[src/rtl/main_core.sv]
// ============================================================================
// Module      : main_core
// Description : Programmable clock divider. oCLK toggles every SW cycles of
//               CLK (SW=0 behaves as 1); output is driven from a flip-flop.
// Revision    : 1.0 - initial release
// ============================================================================
`default_nettype none

module main_core (
    input  logic       CLK,
    input  logic       RST,
    input  logic [7:0] SW,
    output logic       oCLK
);

    localparam logic [7:0] c_one = 8'd1;

    logic [7:0] w_eff;
    logic       w_wrap;
    logic [7:0] r_cnt;
    logic [7:0] r_hp;
    logic       r_oclk;

    assign w_eff  = (SW == 8'd0) ? c_one : SW;
    // r_hp is never zero, so the subtraction cannot underflow
    assign w_wrap = (r_cnt == (r_hp - c_one));

    always_ff @(posedge CLK) begin
        if (RST) begin
            r_cnt  <= 8'd0;
            r_oclk <= 1'b0;
            r_hp   <= w_eff;
        end else if (w_wrap) begin
            // SW is re-sampled only here, so a half-period is never truncated
            r_oclk <= ~r_oclk;
            r_cnt  <= 8'd0;
            r_hp   <= w_eff;
        end else begin
            r_cnt  <= r_cnt + c_one;
        end
    end

    assign oCLK = r_oclk;

endmodule

`default_nettype wire

[config.mk]
export PLATFORM = sky130hd
export DESIGN_NAME = main_core
export DESIGN_NICKNAME = d
export VERILOG_FILES = /design/src/rtl/main_core.sv
export SDC_FILE = /design/constraint.sdc
export NUM_CORES = 1
export LEC_CHECK = 0
export CAP_MARGIN = 10
export CORE_ASPECT_RATIO = 0.7
export CORE_MARGIN = 1.5
export CORE_UTILIZATION = 35
export CTS_CLUSTER_DIAMETER = 50
export DETAILED_ROUTE_END_ITERATION = 10
export PLACE_DENSITY = 0.56
export SYNTH_ARGS = -nofsm -noshare
export SYNTH_HDL_FRONTEND = slang
export SYNTH_SLANG_ARGS = --single-unit
[constraint.sdc]
create_clock -name CLK -period 2.6 [get_ports CLK]
set_input_delay 0.78 -clock CLK [delete_from_list [all_inputs] [get_ports CLK]]
set_output_delay 0.78 -clock CLK [all_outputs]
set_load 0.02 [all_outputs]
# --- After elaboration in Yosys (flattened, before gate mapping) ---
# Index checks and enable logic that the tools add are counted.
op_classes:
  n_mux: 3
  n_reduce_logical: 3
  n_eq_ne: 1
  add_sub_neg: 2
  bitwise_logic: 1
ops:
  columns: ["cell", "count"]
  rows:
  - ["$mux W8", 3]
  - ["$add A8 B1 Y8 const B", 1]
  - ["$eq A8 B8 Y1", 1]
  - ["$logic_not A8 Y1", 1]
  - ["$sub A8 B1 Y8 const B", 1]
  - ["$reduce_bool A2 Y1", 1]
  - ["$reduce_or A2 Y1", 1]
  - ["$not A1 Y1", 1]
totals:
  input_bits: 10
  reg_bits: 17
  output_inout_bits: 1

# --- Longest topological paths before layout ---
# Gate-level depths: netlist of run 1.
logic_depth:
  word_depth: 4
  depth_mapped: 7
  depth_no_buf: 7

# --- Least setup slack after synthesis of run 1 ---
# OpenSTA, ideal clock, no wires.
synth_path:
  path_kind: "register to register"
  start: "reg r_hp[0]"
  end: "reg r_hp[0] (enable)"
  synth_period_minus_slack_ns: 2.477
  path_slack_ns: 0.123
  path_stages_with_launch: 7
  t_required_ns: 2.219
  arrival_time_ns: 2.095
  setup_time_ns: 0.381
  cell_sequence: "edfxtp_1 -> inv_1 -> ha_1 -> or3b_1 -> nor3_1 -> xnor2_1 -> o41ai_4"
synth_between:
  elab_chain_cells: 3
synth_lines:
  columns: ["item", "line", "rtl"]
  rows:
  - ["from (decl)", "21", "logic [7:0] r_hp;"]
  - ["from (signal assigned)", "32", "r_hp <= w_eff;"]
  - ["from (signal assigned)", "37", "r_hp <= w_eff;"]
  - ["$sub A8 B1 Y8", "26", "assign w_wrap = (r_cnt == (r_hp - c_one));"]
  - ["$eq A8 B8 Y1", "26", null]
  - ["$reduce_bool A2 Y1 (no line)", null, null]
# Every way passes these cells.
# A chain may end at the register's enable or synchronous reset.

# --- Final worst setup path of run 1 ---
layout_path:
  start: "reg r_hp[0]"
  end: "reg r_hp[3] (enable)"
# Same word-level chain as after synthesis.

==> results of run 1 <==
[area by class of cell]
| class | count | area, sq um |
|---|---|---|
| Timing Repair Buffer | 11 | 120 |
| Inverter | 4 | 15.0 |
| Tap cell | 34 | 42.5 |
| Sequential cell | 17 | 420 |
| Clock inverter | 1 | 7.51 |
| Fill cell | 249 | 1380 |
| Multi-Input combinational cell | 61 | 450 |
| Clock buffer | 3 | 41.3 |
[critical path, cell delays in order, from the launching register on]
cell	delay, ns
edfxtp_1	0.43
inv_1	0.08
ha_1	0.21
or3b_1	0.39
nor3_1	0.19
xnor2_1	0.16
o41ai_4	0.42
buf_12	0.19
[worst max-delay path by stage]
stage	startpoint	endpoint	slack [ns]	cells past startpoint
3_5_place_dp	r_hp[0]	r_hp[7]	0.24	7
6_report	r_hp[0]	r_hp[3]	0.25	7
3_3_place_gp	r_hp[0]	r_hp[3]	0.30	7
2_1_floorplan	r_hp[0]	r_hp[0]	0.12	6
5_1_grt	r_hp[0]	r_hp[0]	0.13	7
4_1_cts	r_hp[0]	r_hp[3]	0.24	7
[report_power, final]
group          switching [mW]  internal [mW]  total, mW
sequential             0.0157          0.293      0.308
clock                  0.0929          0.108      0.201
combinational          0.0280         0.0363     0.0643
[registers in the layout (all words and copies together) (netlist names)]
name,flops
r_hp,8
oCLK,1
r_cnt,8
[per-layer routing]
| layer | up-vias | GRT usage [%] | part of all wire (%) |
|---|---|---|---|
| li1 | 327 | - | - |
| met1 | 302 | 15.0 | 51 |
| met2 | 11 | 21.3 | 45 |
| met3 | 0 | 3.71 | 3.5 |
| met4 | 0 | 2.55 | 0 |
| met5 | - | 0 | 0 |
[layout by cell type (no fill, tap or decap)]
cell type,count
nor2_1,11
clkdlybuf4s50_1,10
xor2_1,9
dfxtp_1,9
edfxtp_1,8
xnor2_1,7
nand3_1,7
nor4_1,5
inv_1,4
nor3_1,3
clkbuf_8,3
a22oi_1,2
and3_1,2
ha_1,2
or3b_1,1
o21ba_2,1
or4_4,1
or3b_2,1
and2_1,1
o221a_1,1
nand2b_1,1
nand3b_1,1
nor4_2,1
o41ai_4,1
a21o_1,1
nor2b_1,1
mux2_1,1
clkinvlp_4,1
buf_12,1
[kinds of logic (layout without fill, tap and decap cells)]
family	after synthesis	count (layout)
AOI/OAI and AO/OA	6	6
xor gates and xnor gates	16	16
adders and majority gates	2	2
buffers and inverters	13	19
DFF	17	17
muxes	1	1
and+or+nand+nor	36	36
[through the flow]
stage	hold WS, ns	util (%)	setup WS (ns)	total power, mW
finish	0.532	44.3	0.246	0.573
global placement	0.496	42.3	0.296	0.377
floorplan	0.458	-	0.123	0.353
CTS	0.524	44.3	0.236	0.582
detailed placement	0.507	42.3	0.244	0.379
global route	0.560	44.3	0.134	0.601
==> results.json, run 1 <==
{
  "status": "finished clean",
  "synthXorXnorAreaFrac_pct": 15.2,
  "yosysWarnings": 0,
  "clk_latency_ns": 0.25,
  "hold_class": "flop to flop",
  "antenna_found_initial": 0,
  "postCtsSetupBuffers": 0,
  "ys_async_sr_fraction_pct": 0,
  "r2r_start": "r_hp[0]",
  "clockBufferDepth": 2,
  "diodes": 0,
  "synth_area_leaders": "edfxtp_1 26%, dfxtp_1 20%, xor2_1 8.6%",
  "cts_sinks": 17,
  "synth_top_flop_cell": "dfxtp_1",
  "synth_most_common_cell": "nor2_1",
  "worstMarginPinSlew_ns": 0.376,
  "crit_type": "flop to flop",
  "reg2regPathDepth": 7,
  "placed_area_sq_um": 1050,
  "clkTransAtPathRegs_ns": 0.07,
  "worstPathMaxFanout": 16,
  "area_growth_pct": 19.3,
  "yosys.area_share.simple_pct": 22.0,
  "synthTopCellsByCount": "11 x nor2_1, 9 x clkbuf_1, 9 x dfxtp_1, 9 x xor2_1, 8 x edfxtp_1",
  "syn_nets": 103,
  "fp.dieH_um": 45.9,
  "cap_violations": 0,
  "wl_per_cell_um": 11.9,
  "place_congestion": 0.719,
  "setup_viol": 0,
  "cts-buffers-inserted": 3,
  "vias_per_cell": 4.89,
  "yosys.cell_types.count": 26,
  "ant_nets": 0,
  "synth_edf_count": 8,
  "cts_tree": "done",
  "fin_cells": 131,
  "ios": 11,
  "grt_pass1_wl_um": 2680,
  "whs_endpoint": "r_cnt[0]",
  "fin_skew_ns": 0.00406,
  "yosys.area.top_type_share_pct": 26.1,
  "reg2reg_slack_ns": 0.25,
  "drc": 0,
  "grt_start_max_net_pins": 17,
  "cts-htree-levels": 1,
  "root_buffer": "clkbuf_8",
  "post-route-min-period_ns": 2.35,
  "hp-start": "r_cnt[0]",
  "cp.arrival_ns": 2.32,
  "reg2reg_to": "r_hp[3]",
  "start_kind": "flop",
  "ys_seq_area_share_pct": 45.7,
  "relSlewSlack_pct": 74.7,
  "synth-seq-cells": 17,
  "rsz0062_at_grt": "no",
  "final-max-slew-violation-count": 0,
  "peakVddDrop_mv": 0.266,
  "post_cts_resized": 0,
  "period_share_pct": 90.5,
  "synth-compound-area-share_pct": 7.76,
  "end_kind": "flop",
  "grt.total_usage_pct": 12.1,
  "yosysTopAreaCell": "edfxtp_1",
  "synth_top_family_by_area": "simple AND/OR/NAND/NOR gates",
  "synthAdderAreaFrac_pct": 2.72,
  "die_area_sq_um": 2950,
  "finalNetCount": 110,
  "hpwlAfterDp_um": 1220,
  "grt-ovfl-total": 0,
  "portBuffers": 10,
  "dp.cells": 127,
  "powerDensity_nw_per_um2": 522,
  "hold_buffers": 0,
  "hold_viol": 0,
  "avgSynthCellArea_sq_um": 10.1,
  "syn_inst": 91,
  "first_iter_violations": 9,
  "hold_depth": 1,
  "vias": 640,
  "p_leak_nw": 0.403,
  "die_w_um": 64.3,
  "muxShareOfSynthArea_pct": 1.22,
  "drive_above_1_share_pct": 10.3,
  "syn_area_sq_um": 920,
  "required_ns": 2.57,
  "drt_pass1_iterations": 4,
  "setup_tns_ns": 0,
  "core-area_sq_um": 2480,
  "routed_wl_um": 1560,
  "rows": 15,
  "start_util_pct": 37.1,
  "clock.fmax_ghz": 0.425,
  "finalInstanceArea_sq_um": 1100,
  "grt_pass1_vias": 591
}
No activity file was read; power rests on OpenSTA's default activity.
==> run 2, diff against run 1 <==
--- a/config.mk
+++ b/config.mk
@@ -8,10 +8,12 @@
 export CAP_MARGIN = 10
 export CORE_ASPECT_RATIO = 0.7
 export CORE_MARGIN = 1.5
-export CORE_UTILIZATION = 35
+export CORE_UTILIZATION = 40
 export CTS_CLUSTER_DIAMETER = 50
 export DETAILED_ROUTE_END_ITERATION = 10
-export PLACE_DENSITY = 0.56
+export PLACE_DENSITY = 0.63
+export SETUP_SLACK_MARGIN = 0.2
+export SKIP_LAST_GASP = 1
 export SYNTH_ARGS = -nofsm -noshare
 export SYNTH_HDL_FRONTEND = slang
 export SYNTH_SLANG_ARGS = --single-unit
==> results.json, run 2 (same netlist as run 1, synthesis figures left out) <==
{
  "diodes": 0,
  "finalNetCount": 111,
  "final_cell_mix": "11 x nor2_1, 10 x clkdlybuf4s50_1, 9 x xor2_1, 9 x dfxtp_1, 8 x edfxtp_1",
  "cts-buffers-inserted": 3,
  "grt_pass1_wl_um": 2500,
  "setup_tns_ns": 0,
  "setup_slack_ns": 0.343,
  "core-area_sq_um": 2150,
  "relSlewSlack_pct": 74.8,
  "area_growth_pct": 18.4,
  "place_congestion": 0.709,
  "drc": 0,
  "clk_latency_ns": 0.29,
  "clock.fmax_ghz": 0.443,
  "p_leak_nw": 0.394,
  "end_kind": "flop",
  "antenna_found_initial": 0,
  "drt_pass1_iterations": 4,
  "first_iter_violations": 16,
  "ios": 11,
  "setup_viol": 0,
  "place_ws_ns": 0.269,
  "cp.arrival_ns": 2.27,
  "fin_skew_ns": 0.00203,
  "hold_viol": 0,
  "powerDensity_nw_per_um2": 478,
  "routed_wl_um": 1530,
  "cts-htree-levels": 1,
  "hold_depth": 1,
  "hpwlAfterDp_um": 1140,
  "grt_start_max_net_pins": 17,
  "clkTransAtPathRegs_ns": 0.11,
  "power_mw": 0.521,
  "grt.total_usage_pct": 13.4,
  "start_kind": "flop",
  "cts_sinks": 17,
  "peakVddDrop_mv": 0.243,
  "vias_per_cell": 4.98,
  "cap_violations": 0,
  "required_ns": 2.61,
  "final-max-slew-violation-count": 0,
  "ant_nets": 0,
  "fin_util_pct": 50.5,
  "rsz0062_at_grt": "yes",
  "period_share_pct": 86.8,
  "worstPathMaxFanout": 16,
  "vias": 648,
  "start_util_pct": 42.7,
  "final_common_cell": "nor2_1",
  "cts_tree": "done",
  "clockBufferDepth": 2,
  "root_buffer": "clkbuf_4",
  "die_w_um": 60.3,
  "drive_above_1_share_pct": 14.3,
  "portBuffers": 10,
  "reg2regPathDepth": 7,
  "grt-ovfl-total": 0,
  "hold_class": "flop to flop",
  "crit_type": "flop to flop",
  "grt_pass1_vias": 591,
  "worstMarginPinSlew_ns": 0.375,
  "wl_per_cell_um": 11.8,
  "status": "finished clean",
  "rows": 14,
  "num-fill-cells": 196,
  "post-route-min-period_ns": 2.26,
  "fp.dieH_um": 43.1,
  "die_area_sq_um": 2600
}
## run 2: cell types whose count changed in the layout (fill, tap and decap cells not counted)
cell,delta
clkbuf_8,-3
nor3_2,+1
buf_12,-1
buf_6,+1
nor3_1,-1
ha_1,-1
clkbuf_4,+3
ha_2,+1
nor4_2,+1
nor4_1,-1
buf_4,+1
## run 2: final timing paths
kind,start,to,slack [ns]
worst min-delay path,r_cnt[0],r_cnt[0],0.53
worst max register to register,r_hp[0],r_hp[2],0.34
worst max-delay path,r_hp[0],r_hp[2],0.34
worst min register to register,r_cnt[0],r_cnt[0],0.53
## run 2: layout make-up
type                    count  area [sq um]  share of cell area, %
clock buffers               3          22.5                   2.07
clock inverters             1          7.51                  0.690
inverters                   4          15.0                   1.38
multi-input cells          61           464                   42.6
flip-flops and latches     17           420                   38.6
well taps                  32          40.0                   3.68
repair buffers             12           119                   10.9
## run 2: through the flow
stage / instance area, sq um / std cells / hold WS [ns]
floorplan: 927 / 91 / 0.458
global placement: 1040 / 125 / 0.517
detailed placement: 1040 / 125 / 0.516
CTS: 1070 / 129 / 0.541
global route: 1090 / 130 / 0.561
finish: 1090 / 130 / 0.530
## run 2: routing by layer
layer | share of wire [%] | vias up | routed length, um | global-route usage, %
li1 | - | 328 | - | -
met1 | 50 | 301 | 771 | 16.2
met2 | 44 | 17 | 671 | 21.5
met3 | 4.7 | 2 | 72 | 4.57
met4 | 0.85 | 0 | 13 | 5.33
met5 | 0 | - | 0 | 0
## run 2: repair_timing
item / in CTS / in global routing
setup buffers: 0 / 1
hold buffers: 0 / 0
setup endpoints to repair: 0 / 9
gates resized for setup: 0 / 2
hold endpoints to repair: 0 / 0
## run 2: worst max-delay path, cell delays in order (launching register included)
cell	delay, ns
edfxtp_1	0.44
inv_1	0.09
ha_2	0.21
or3b_1	0.40
nor3_2	0.14
xnor2_1	0.14
o41ai_4	0.35
buf_6	0.22
## run 2: power by group
group / leakage [nW] / internal, mW / switching, mW
sequential: 0.151 / 0.293 / 0.0165
combinational: 0.228 / 0.0361 / 0.0275
clock: 0.0139 / 0.0586 / 0.0896
total: 0.394 / 0.387 / 0.134
